<file path="src/rtl/phy_rx_pkg.sv">
// phy_rx_pkg: shared constants and state encoding for the 4-lane PHY receive unstriper
package phy_rx_pkg;
  localparam int PHY_LANES = 4;
  localparam int PHY_DATA_W = 8;
  localparam logic [7:0] PHY_COM = 8'hBC;
  typedef enum logic {HUNT, ALIGNED} state_t;
endpackage

</file>
<file path="src/rtl/phy_rx_grp_reg.sv">
// phy_rx_grp_reg: group holding register with valid/ready handshake and load-while-consume
module phy_rx_grp_reg #(
  parameter int W = 32
) (
  input  logic         clk,
  input  logic         reset,
  input  logic         load,
  input  logic         out_ready,
  input  logic [W-1:0] din,
  output logic [W-1:0] dout,
  output logic         valid
);
  always_ff @(posedge clk) begin
    if (reset) begin
      dout  <= '0;
      valid <= 1'b0;
    end else begin
      if (load) dout <= din;
      valid <= load | (valid & ~out_ready);
    end
  end
endmodule

</file>
<file path="src/rtl/phy_rx_unstripe.sv">
// phy_rx_unstripe: COM-aligned byte-to-4-lane unstriper; PHY_RX_ALIGN_ERR_EN adds align_err_cnt
module phy_rx_unstripe
  import phy_rx_pkg::*;
#(
  parameter int DATA_W = PHY_DATA_W,
  parameter int LANES = PHY_LANES,
  parameter logic [DATA_W-1:0] COM = PHY_COM
) (
  input  logic              clk,
  input  logic              reset,
  input  logic [DATA_W-1:0] data_in,
  input  logic              valid_in,
  output logic              in_ready,
  output logic [DATA_W-1:0] out0,
  output logic [DATA_W-1:0] out1,
  output logic [DATA_W-1:0] out2,
  output logic [DATA_W-1:0] out3,
  output logic              valid0,
  output logic              valid1,
  output logic              valid2,
  output logic              valid3,
  input  logic              out_ready,
  output logic              aligned
`ifdef PHY_RX_ALIGN_ERR_EN
  , output logic [7:0]      align_err_cnt
`endif
);
  localparam logic [1:0] LAST = 2'(LANES - 1);
  state_t state, state_n;
  logic [1:0] idx, idx_n, wr_idx;
  logic [DATA_W-1:0] s0, s1, s2;
  logic accept, is_com, wr, complete, valid;
  logic [4*DATA_W-1:0] grp;
  assign in_ready = !(valid && !out_ready && idx == LAST && state == ALIGNED);
  // A COM always restarts the group at slot 0, whether in HUNT or misaligned in ALIGNED
  always_comb begin
    accept   = valid_in && in_ready;
    is_com   = data_in == COM;
    wr       = accept && (state == ALIGNED || is_com);
    wr_idx   = is_com ? 2'd0 : idx;
    idx_n    = wr ? (is_com ? 2'd1 : idx + 2'd1) : idx;
    state_n  = wr ? ALIGNED : state;
    complete = wr && !is_com && idx == LAST;
  end
  always_ff @(posedge clk) begin
    if (reset) begin
      state <= HUNT;
      idx   <= 2'd0;
      s0    <= '0;
      s1    <= '0;
      s2    <= '0;
    end else begin
      state <= state_n;
      idx   <= idx_n;
      if (wr && wr_idx == 2'd0) s0 <= data_in;
      if (wr && wr_idx == 2'd1) s1 <= data_in;
      if (wr && wr_idx == 2'd2) s2 <= data_in;
    end
  end
  phy_rx_grp_reg #(.W(4 * DATA_W)) u_grp (
    .clk(clk),
    .reset(reset),
    .load(complete),
    .out_ready(out_ready),
    .din({data_in, s2, s1, s0}),
    .dout(grp),
    .valid(valid)
  );
  assign {out3, out2, out1, out0} = grp;
  assign {valid3, valid2, valid1, valid0} = {4{valid}};
  assign aligned = state == ALIGNED;
`ifdef PHY_RX_ALIGN_ERR_EN
  logic misalign;
  assign misalign = wr && is_com && state == ALIGNED && idx != 2'd0;
  always_ff @(posedge clk) begin
    if (reset) align_err_cnt <= 8'h00;
    else if (misalign && align_err_cnt != 8'hFF) align_err_cnt <= align_err_cnt + 8'h01;
  end
`endif
endmodule

</file>
<file path="config.mk">
export PLATFORM = sky130hd
export DESIGN_NAME = phy_rx_unstripe
export DESIGN_NICKNAME = d
export VERILOG_FILES = /design/src/rtl/phy_rx_pkg.sv /design/src/rtl/phy_rx_grp_reg.sv /design/src/rtl/phy_rx_unstripe.sv
export SDC_FILE = /design/constraint.sdc
export NUM_CORES = 1
export LEC_CHECK = 0
export ABC_CLOCK_PERIOD_IN_PS = 5050
export BUFFER_PORTS_ARGS = -buffer_cell sky130_fd_sc_hd__buf_2
export CORE_MARGIN = 2
export CORE_UTILIZATION = 40
export CTS_BUF_LIST = sky130_fd_sc_hd__clkbuf_4
export DETAILED_ROUTE_END_ITERATION = 12
export PLACE_DENSITY_LB_ADDON = 0.12
export SLEW_MARGIN = 20
export SYNTH_ARGS = -nofsm -noshare
export SYNTH_HDL_FRONTEND = slang
export SYNTH_SLANG_ARGS = --single-unit
</file>
<file path="constraint.sdc">
create_clock -name clk -period 5.05 [get_ports clk]
set_clock_uncertainty 0.2 [all_clocks]
set_input_delay 0 -clock clk [delete_from_list [all_inputs] [get_ports clk]]
set_output_delay 0 -clock clk [all_outputs]
set_load 0.02 [all_outputs]
</file>
* Yosys cells after proc, flatten, opt, wreduce, memory -nomap -nowiden *
Cells that the tools add are included.
Widths: inputs -> output; s select.

cells by class
  eq/ne operators = 4
  add/sub/neg operators = 1
  reductions and logical operators = 15
  bitwise logic cells = 3
  muxes and demuxes = 2

operator list
  cell                 count
  $logic_and 1x1->1    10
  $eq 8x8->1 const B   1
  $eq 2x2->1 const B   2
  $mux 2               2
  $logic_not 1->1      3
  $add 2x1->2 const B  1
  $eq 2x1->1 const B   1
  $logic_not 2->1      1
  $and 1x1->1          1
  $logic_or 1x1->1     1
  $not 1->1            1
  $or 1x1->1           1

word-level totals
  logic and storage cells = 32
  flip-flop bits (word level) = 60
  output and inout port bits = 38

* Depth between registers and ports, before layout *
Gate-level depths: netlist (run 1).

  depth in word-level cells = 10
  depth in mapped cells = 7
  gate-level depth less buffers = 5

* Modules after synthesis *
From an unflattened synthesis (run 1), not the netlist that was laid out.

unflattened totals
  cells, all modules = 246
  area total of the unflattened synthesis = 2,458.6 um2

by module, submodules not included
  module           times used  seq. area each (um2)  cells each  area each (um2)
  phy_rx_unstripe  1           540.5                 138         1,253.7
  phy_rx_grp_reg   1           660.6                 108         1,204.9

* Worst setup path before layout (run 1) *
No wires, ideal clock.

  kind = flip-flop to flip-flop
  from = reg state, in the netlist aligned
  to = reg s1[0]
  data required time = 4.714 ns
  path buffers = 2
  period minus slack after synthesis = 1.879 ns
  path slack = 3.171 ns
  data arrival time = 1.543 ns
  cell stages (with the launch flop) = 7
  setup time = 0.136 ns
  path through = dfxtp_1 nand4b_2 o2111a_1 buf_2 buf_4 nand3_1 a21oi_2

between the ends
  word-level cells in the longest chain between the ends = 5

RTL lines
  element                   line                   RTL
  start: declaration        phy_rx_unstripe.sv:29  state_t state, state_n;
  start signal: assignment  phy_rx_unstripe.sv:53  state <= state_n;
  $logic_and 1x1->1         phy_rx_unstripe.sv:34  assign in_ready = !(valid && !out_ready && idx == LAST && state == ALIGNED);
  $logic_not 1->1           phy_rx_unstripe.sv:34
  named net in_ready        phy_rx_unstripe.sv:13  output logic in_ready,
  $logic_and 1x1->1         phy_rx_unstripe.sv:37  accept = valid_in && in_ready;
  $logic_and 1x1->1         phy_rx_unstripe.sv:39  wr = accept && (state == ALIGNED || is_com);
  $logic_and 1x1->1         phy_rx_unstripe.sv:56  if (wr && wr_idx == 2'd1) s1 <= data_in;
  end signal: assignment    phy_rx_unstripe.sv:56
  end: declaration          phy_rx_unstripe.sv:31  logic [DATA_W-1:0] s0, s1, s2;

The timed path passes the listed nets, and every way through them passes these cells.
A chain may end at the register's enable or synchronous reset.

* Final worst setup path (run 1) *
  from = reg idx[0]
  to = reg u_grp.dout[14]

between the ends
  word-level cells in the longest chain between the ends = 8

RTL lines
  element                         line                                          RTL
  start: declaration              phy_rx_unstripe.sv:30                         logic [1:0] idx, idx_n, wr_idx;
  start signal: assignment        phy_rx_unstripe.sv:54                         idx <= idx_n;
  $eq 2x2->1 *                    phy_rx_unstripe.sv:34, phy_rx_unstripe.sv:43
  $logic_and 1x1->1 (2 in a row)  phy_rx_unstripe.sv:34
  $logic_not 1->1                 phy_rx_unstripe.sv:34
  $logic_and 1x1->1               phy_rx_unstripe.sv:37
  $logic_and 1x1->1               phy_rx_unstripe.sv:39
  $logic_and 1x1->1               phy_rx_unstripe.sv:43                         complete = wr && !is_com && idx == LAST;
  $logic_and 1x1->1 *             phy_rx_unstripe.sv:43
  end signal: assignment          phy_rx_grp_reg.sv:18                          if (load) dout <= din;
  end: declaration                phy_rx_grp_reg.sv:10                          output logic [W-1:0] dout,

Mark *: on every way between the ends. The rest lies on a longest branch, timed or not.

==> results of run 1 <==
-- registers in the layout, summed over array words and instances, names as in the netlist --
register and flops:
s0 8, aligned 1, u_grp.dout 32, u_grp.valid 1, idx 2, s2 8
s1 8
-- per-layer routing --
| metal | global-route usage | vias up | part of all wire | routed length (µm) |
|---|---|---|---|---|
| li1 | - | 1055 | - | - |
| met1 | 0.240 | 938 | 0.49 | 2760 |
| met2 | 0.265 | 48 | 0.44 | 2450 |
| met3 | 0.0337 | 15 | 0.041 | 227 |
| met4 | 0.113 | 0 | 0.026 | 146 |
| met5 | 0 | - | 0 | 0 |
-- tightest hold or removal path: stages --
cell and delay (ns):
buf_2 0.09, buf_4 0.32, a21oi_1 0.19
-- cell type report --
class | count | share of cell area
timing repair buffer | 61 | 0.125
inverter | 1 | 0.00129
multi-input combinational | 197 | 0.387
tap | 75 | 0.0322
sequential | 60 | 0.413
clock inverter | 4 | 0.0142
clock buffer | 11 | 0.0284
-- cell usage after synthesis, types with 2 or more instances --
cell type / n
a21oi_1: 48
a21oi_2: 5
buf_1: 2
buf_2: 5
buf_4: 6
clkbuf_1: 7
dfxtp_1: 60
mux2i_1: 8
nand2_1: 67
nand2b_1: 19
nand3_1: 17
nor2b_1: 2
o2111a_1: 2
o21ai_0: 8
o21ai_1: 9
-- cells by family (layout without fill, tap and decap cells) --
kind of cell | after synthesis | count (layout) | synth area share
multiplexers | 8 | 8 | 0.0328
AND/OR/NAND/NOR | 113 | 113 | 0.241
flip-flops | 60 | 60 | 0.491
adder cells (fa/ha/maj) | 1 | 1 | 0.00512
buffers and inverters | 22 | 77 | 0.0486
AO/OA/AOI/OAI | 75 | 75 | 0.181
-- power breakdown --
group          leakage [nW]  total (mW)  internal [mW]  switching (mW)
Sequential            0.483       0.473          0.473        0.000174
Combinational         0.546      0.0365         0.0146          0.0219
Clock                0.0694       0.320          0.155           0.165
-- worst min-delay path by stage --
stage	endpoint	startpoint	cells after the start	slack, ns
2_1_floorplan	u_grp.dout[25]$_SDFFE_PP0P_	data_in[1]	2	-0.06
3_3_place_gp	u_grp.dout[30]$_SDFFE_PP0P_	data_in[6]	3	0.11
3_5_place_dp	u_grp.dout[30]$_SDFFE_PP0P_	data_in[6]	3	0.11
4_1_cts	s1[4]$_SDFFE_PP0P_	reset	3	0.03
5_1_grt	u_grp.dout[2]$_SDFFE_PP0P_	reset	3	0.08
6_report	u_grp.dout[2]$_SDFFE_PP0P_	reset	3	0.04
-- repair_timing --
item | 4_1_cts | 5_1_grt
hold buffers | 11 | 0
gates resized for setup | 0 | 0
endpoints found under the hold margin | 36 | 0
-- through the flow --
step	hold WS, ns	cell area (µm²)	worst slack [ns]
2_1_floorplan	-0.0640	2440	3.17
4_1_cts	0.0291	2910	2.57
3_3_place_gp	0.112	2680	2.63
3_5_place_dp	0.114	2680	2.60
5_1_grt	0.0765	2910	2.79
6_report	0.0351	2910	3.01
==> metrics.md, run 1 <==
| Metric | Value |
|---|---|
| Status | finished, final reports clean |
| Hold WC Path Type | in -> reg |
| Gr ovfl total | 0 |
| Cells after synthesis | about 280 |
| DRC errors left | 0 |
| Worst path cell trace | ha_1 > and2_1 > o2111a_2 > nand2_1 > a21oi_1 |
| R2R Path Start | idx[0]$_SDFFE_PP0P_ |
| Crit path arrival time | 2.17 ns |
| # clock sinks | 60 |
| Share of cells above drive strength 1 | 0.228 |
| Post-Syn Nets | just under 300 |
| Critical path startpoint category | register |
| Largest net degree at the start of global routing | between 60 and 70 |
| Mapped Avg Cell Area | about 8.8 µm² |
| CP Capture Type | register |
| Clock-pin slew on the worst setup and hold paths | about 0.1 ns |
| Final Power | 0.830 mW |
| CTS tree | built |
| EDFF count, synth | 0 |
| Max-slew violations | 0 |
| Post-DP HPWL | about 3400 µm |
| Die ar. | approximately 0.0068 mm² |
| Reg area | approximately 0.0012 mm² |
| Initial Util | 0.413 |
| Main flop type after synthesis | dfxtp_1 |
| Post-synthesis async set-or-reset flop share | 0 |
| Vias per cell | between 5 and 6 |
| Vias | just over 2000 |
| Final Hold Fails | 0 |
| First-pass GRT wire length | 9110 µm |
| Max Fclk | about 490 MHz |
| TritonRoute pass-1 iters | 4 |
| Slowest cell on the critical path | o2111a_2 |
| CP Launch Point | idx[0]$_SDFFE_PP0P_ |
| Post-CTS setup buffer count | 0 |
| GRT Overall Usage | 0.179 |
| Most frequent cells in the layout | nand2_1, dfxtp_1, buf_2, a21oi_1, nand2b_1 |
| VDD IR max | around 0.14 mV |
| FF-to-FF path depth | 5 |
| I/O pin count | 50 |
| Initial antenna violation count | 0 |
| Share of the core filled with cells | 0.492 |
| Vias in the first global route | approximately 1900 |
| PwrDens | about 280 mW/mm² |
| Synthesized area | around 0.0024 mm² |
| Setup violators final | 0 |
| Fin Setup TNS | 0 ns |
| Port buffer count | approximately 50 |
| Layout Nets | between 300 and 400 |
| Relative slew margins | 0.406 |
| GPL Wtd Cong | just over 0.7 |
| Wire per inst | around 14 µm |
| Area grow syn2layout | 19.1% |
| CTS root buf | clkbuf_4 |
| Post-synth top area share | 0.491 |
| Top delay family on crit path | compound AO/OA/AOI/OAI gates |
| Top cells by area, synth | dfxtp_1, nand2_1, a21oi_1, nand2b_1, nand3_1 |
| Commonest non-fill, non-tap cell in the layout | nand2_1 |
| Max clock buf depth | 2 |
| Clk_lat worst skew | between 0.3 and 0.4 ns |
| Antenna cells | 0 |
| Initial DRC Count | roughly 110 |
| H-tree level count | 3 |
| CTS Buf Count | 9 |
| Min Tclk post-route | between 2 and 2.5 ns |
| Post-DRT Antenna Nets | 0 |
| Leak pwr | roughly 1.1 nW |
| Netlist cell types | 29 |
| Die width | 82.2 µm |
| Yosys top cell by area | dfxtp_1 |
| Area of the multi-input gates | between 0.001 and 0.0015 mm² |
| Fillcell total | 604 |
| Reg2reg end | u_grp.dout[14]$_SDFFE_PP0P_ |
| Critical path fanouts, max | 32 |
| Die Y | slightly above 80 µm |
| Required @ worst endpoint | around 5.2 ns |
| Placed Cells | 383 |
| Stages on worst setup path | 5 |
| Worst setup path category | reg -> reg |
| Buffers plus inverters on the worst setup path | 0 |
| Worst-margin pin slew | 0.891 ns |
| Crit-path max cell delay | about 0.63 ns |
| CP endpoint | u_grp.dout[14]$_SDFFE_PP0P_ |
| # rows | 28 |
| Wirelength, routed | between 5000 and 6000 µm |
| Non-filler cells, final | roughly 410 |
| Sequential element share of the synthesized area | 0.491 |
| RSZ-0062 raised after global routing | no |
| Period utilization | 0.405 |
| Worst R2R Setup Slack | 3.01 ns |
| Register bit total from synthesis | 60 |
| Max-cap violation count | 0 |
| Placeable Area | slightly below 0.006 mm² |
| Synth warnings | 0 |
No activity file was read; power rests on OpenSTA's default activity.
==> run 2, diff against run 1 <==
--- a/config.mk
+++ b/config.mk
@@ -5,7 +5,7 @@
 export SDC_FILE = /design/constraint.sdc
 export NUM_CORES = 1
 export LEC_CHECK = 0
-export ABC_CLOCK_PERIOD_IN_PS = 5050
+export ABC_CLOCK_PERIOD_IN_PS = 1900
 export BUFFER_PORTS_ARGS = -buffer_cell sky130_fd_sc_hd__buf_2
 export CORE_MARGIN = 2
 export CORE_UTILIZATION = 40
==> constraint.sdc (replaced) <==
create_clock -name clk -period 1.9 [get_ports clk]
set_clock_uncertainty 0.2 [all_clocks]
set_input_delay 0 -clock clk [delete_from_list [all_inputs] [get_ports clk]]
set_output_delay 0 -clock clk [all_outputs]
set_load 0.02 [all_outputs]
==> metrics.md, run 2 (synthesis gave the netlist of run 1 again) <==
| Metric | Value |
|---|---|
| Critical path fanouts, max | 7 (-78%) |
| Period utilization | 0.908 (+0.504) |
| # rows | 28 (unchanged) |
| Port buffer count | 49 (unchanged) |
| First-pass GRT wire length | 9020 µm (-0.99%) |
| Worst setup path category | reg -> reg |
| Fillcell total | 602 (-0.33%) |
| Post-DRT Antenna Nets | 0 (unchanged) |
| Clock-pin slew on the worst setup and hold paths | 0.09 ns (about the same) |
| H-tree level count | 3 (unchanged) |
| Met3 usage | 0.0489 (+0.0152) |
| Layout Nets | 351 (+2.3%) |
| I/O pin count | 50 (unchanged) |
| Die Y | 82.2 µm (unchanged) |
| Largest net degree at the start of global routing | 40 (-42%) |
| Total internal power | 1.57 mW (+140%) |
| Setup violators final | 0 (unchanged) |
| GRT met1 Usage | 0.228 (-0.0120) |
| CP Capture Type | register |
| Wirelength, routed | 5550 µm (-0.66%) |
| Max clock buf depth | 2 (unchanged) |
| CTS root buf | clkbuf_4 |
| Area grow syn2layout | 22.0% |
| Required @ worst endpoint | 2.02 ns (-3.15 ns) |
| Hold WC Path Type | in -> reg |
| Die ar. | 0.00675 mm² (unchanged) |
| Worst-margin pin slew | 0.624 ns (-0.267 ns) |
| Wire per inst | 13.3 µm (-2.8%) |
| Antenna cells | 0 (unchanged) |
| Vias per cell | 5.00 (-0.58%) |
| Placeable Area | 0.00592 mm² (unchanged) |
| Switching share of power | 0.249 (+0.0235) |
| Initial Util | 0.413 (unchanged) |
| CTS Buf Count | 9 (unchanged) |
| Clk_lat worst skew | 0.39 ns (about the same) |
| Initial DRC Count | 134 (+24%) |
| Relative slew margins | 0.584 (+0.179) |
| Max-slew violations | 0 (unchanged) |
| Hold Slack | 0.249 ns (+0.214 ns) |
| Max FFs per register | 32 (unchanged) |
| VDD IR max | 0.357 mV (+150%) |
| Crit path arrival time | 1.84 ns (-0.33 ns) |
| Critical path startpoint category | register |
| Min Tclk post-route | 1.73 ns (-0.318 ns) |
| Reg area | 0.00120 mm² (+0.10%) |
| Max-cap violation count | 0 (unchanged) |
| Die width | 82.2 µm (unchanged) |
| Max Fclk | 579 MHz (+18%) |
| Comb pwr share | 0.048 (+0.004) |
| GRT met2 Usage | 0.281 (+0.0169) |
| GRT Overall Usage | 0.178 (-0.00127) |
| Vias | 2089 (+1.6%) |
| DRC errors left | 0 (unchanged) |
| # clock sinks | 60 (unchanged) |
| Leak pwr | 1.14 nW (+4.0%) |
| Sequential group share of total power | 0.601 (+0.031) |
| Largest reg by FF count | u_grp.dout |
| TritonRoute pass-1 iters | 5 (+1) |
| Gr ovfl total | 0 (unchanged) |
| Most frequent cells in the layout | nand2_1, dfxtp_1, buf_2, a21oi_1, nand2b_1 |
| Commonest non-fill, non-tap cell in the layout | nand2_1 |
| Final Hold Fails | 0 (unchanged) |
| Vias in the first global route | 1876 (-0.90%) |
| GPL Wtd Cong | 0.749 (+3.2%) |
| PwrDens | 701 mW/mm² (+150%) |
| Share of cells above drive strength 1 | 0.251 (+0.0232) |
| Status | finished, final reports clean |
| Top Usage Layer GRT | met2 |
| Post-DP HPWL | 3530 µm (+3.7%) |
| CTS tree | built |
| RSZ-0062 raised after global routing | no |
| Post-CTS setup buffer count | 0 (unchanged) |
| Net switching power | 0.520 mW (+180%) |
| Clock power frac | 0.350 (-0.036) |
| Fin Setup TNS | 0 ns (unchanged) |
| Initial antenna violation count | 0 (unchanged) |
| Area of the multi-input gates | 0.00113 mm² (unchanged) |
==> run 2: worst max-delay path: stages, from the launching register on <==
cell and delay [ns]:
dfxtp_2 0.36, ha_1 0.21, nand4b_2 0.15, nand2_1 0.18
or3_1 0.39, a21oi_1 0.17
==> run 2: power groups by stage <==
stage                     sequential [mW]  combinational [mW]  clock (mW)
after floorplan                      1.29              0.0401           0
after global routing                 1.26               0.110       0.826
after detailed placement             1.29              0.0844           0
final                                1.26               0.101       0.733
after CTS                            1.26               0.101       0.760
after global placement               1.29              0.0857           0
==> run 2: path summary, 6_finish.rpt <==
kind,start,end,slack [ns],depth (start not counted)
min,data_in[6],u_grp.dout[30]$_SDFFE_PP0P_,0.25,4
max reg2reg,idx[1]$_SDFFE_PP0P_,idx[0]$_SDFFE_PP0P_,0.17,5
min reg2reg,u_grp.dout[5]$_SDFFE_PP0P_,u_grp.dout[5]$_SDFFE_PP0P_,0.25,2
max,idx[1]$_SDFFE_PP0P_,idx[0]$_SDFFE_PP0P_,0.17,5
==> run 2: timing repair <==
| action | 4_1_cts | 5_1_grt |
|---|---|---|
| pin swaps | 0 | 0 |
| endpoints found under the setup margin | 1 | 12 |
| hold buffers | 12 | 0 |
| hold endpoints to repair | 43 | 0 |
| gates resized for setup | 1 | 1 |
==> run 2: metal layers <==
metal	vias to the layer above	part of all wire
li1	1072	-
met1	958	0.49
met2	54	0.46
met3	5	0.042
met4	0	0.0096
met5	-	0
==> run 2: area by class of cell <==
cell class / instances / area share
sequential: 60 / 0.403
multi-input combinational: 197 / 0.378
timing repair buffer: 69 / 0.151
tap: 75 / 0.0315
clock buffer: 10 / 0.0252
clock inverter: 6 / 0.0105
inverter: 1 / 0.00126
==> run 2: metrics by stage <==
stage	cell area [µm²]	setup WS, ns	cells	util	power, mW
4_1_cts	2980	0.0926	418	0.504	2.12
3_5_place_dp	2750	0.0245	390	0.465	1.37
2_1_floorplan	2440	0.0210	279	-	1.33
6_report	2980	0.174	418	0.504	2.09
3_3_place_gp	2750	0.0987	390	0.465	1.37
5_1_grt	2980	0.0291	418	0.504	2.19
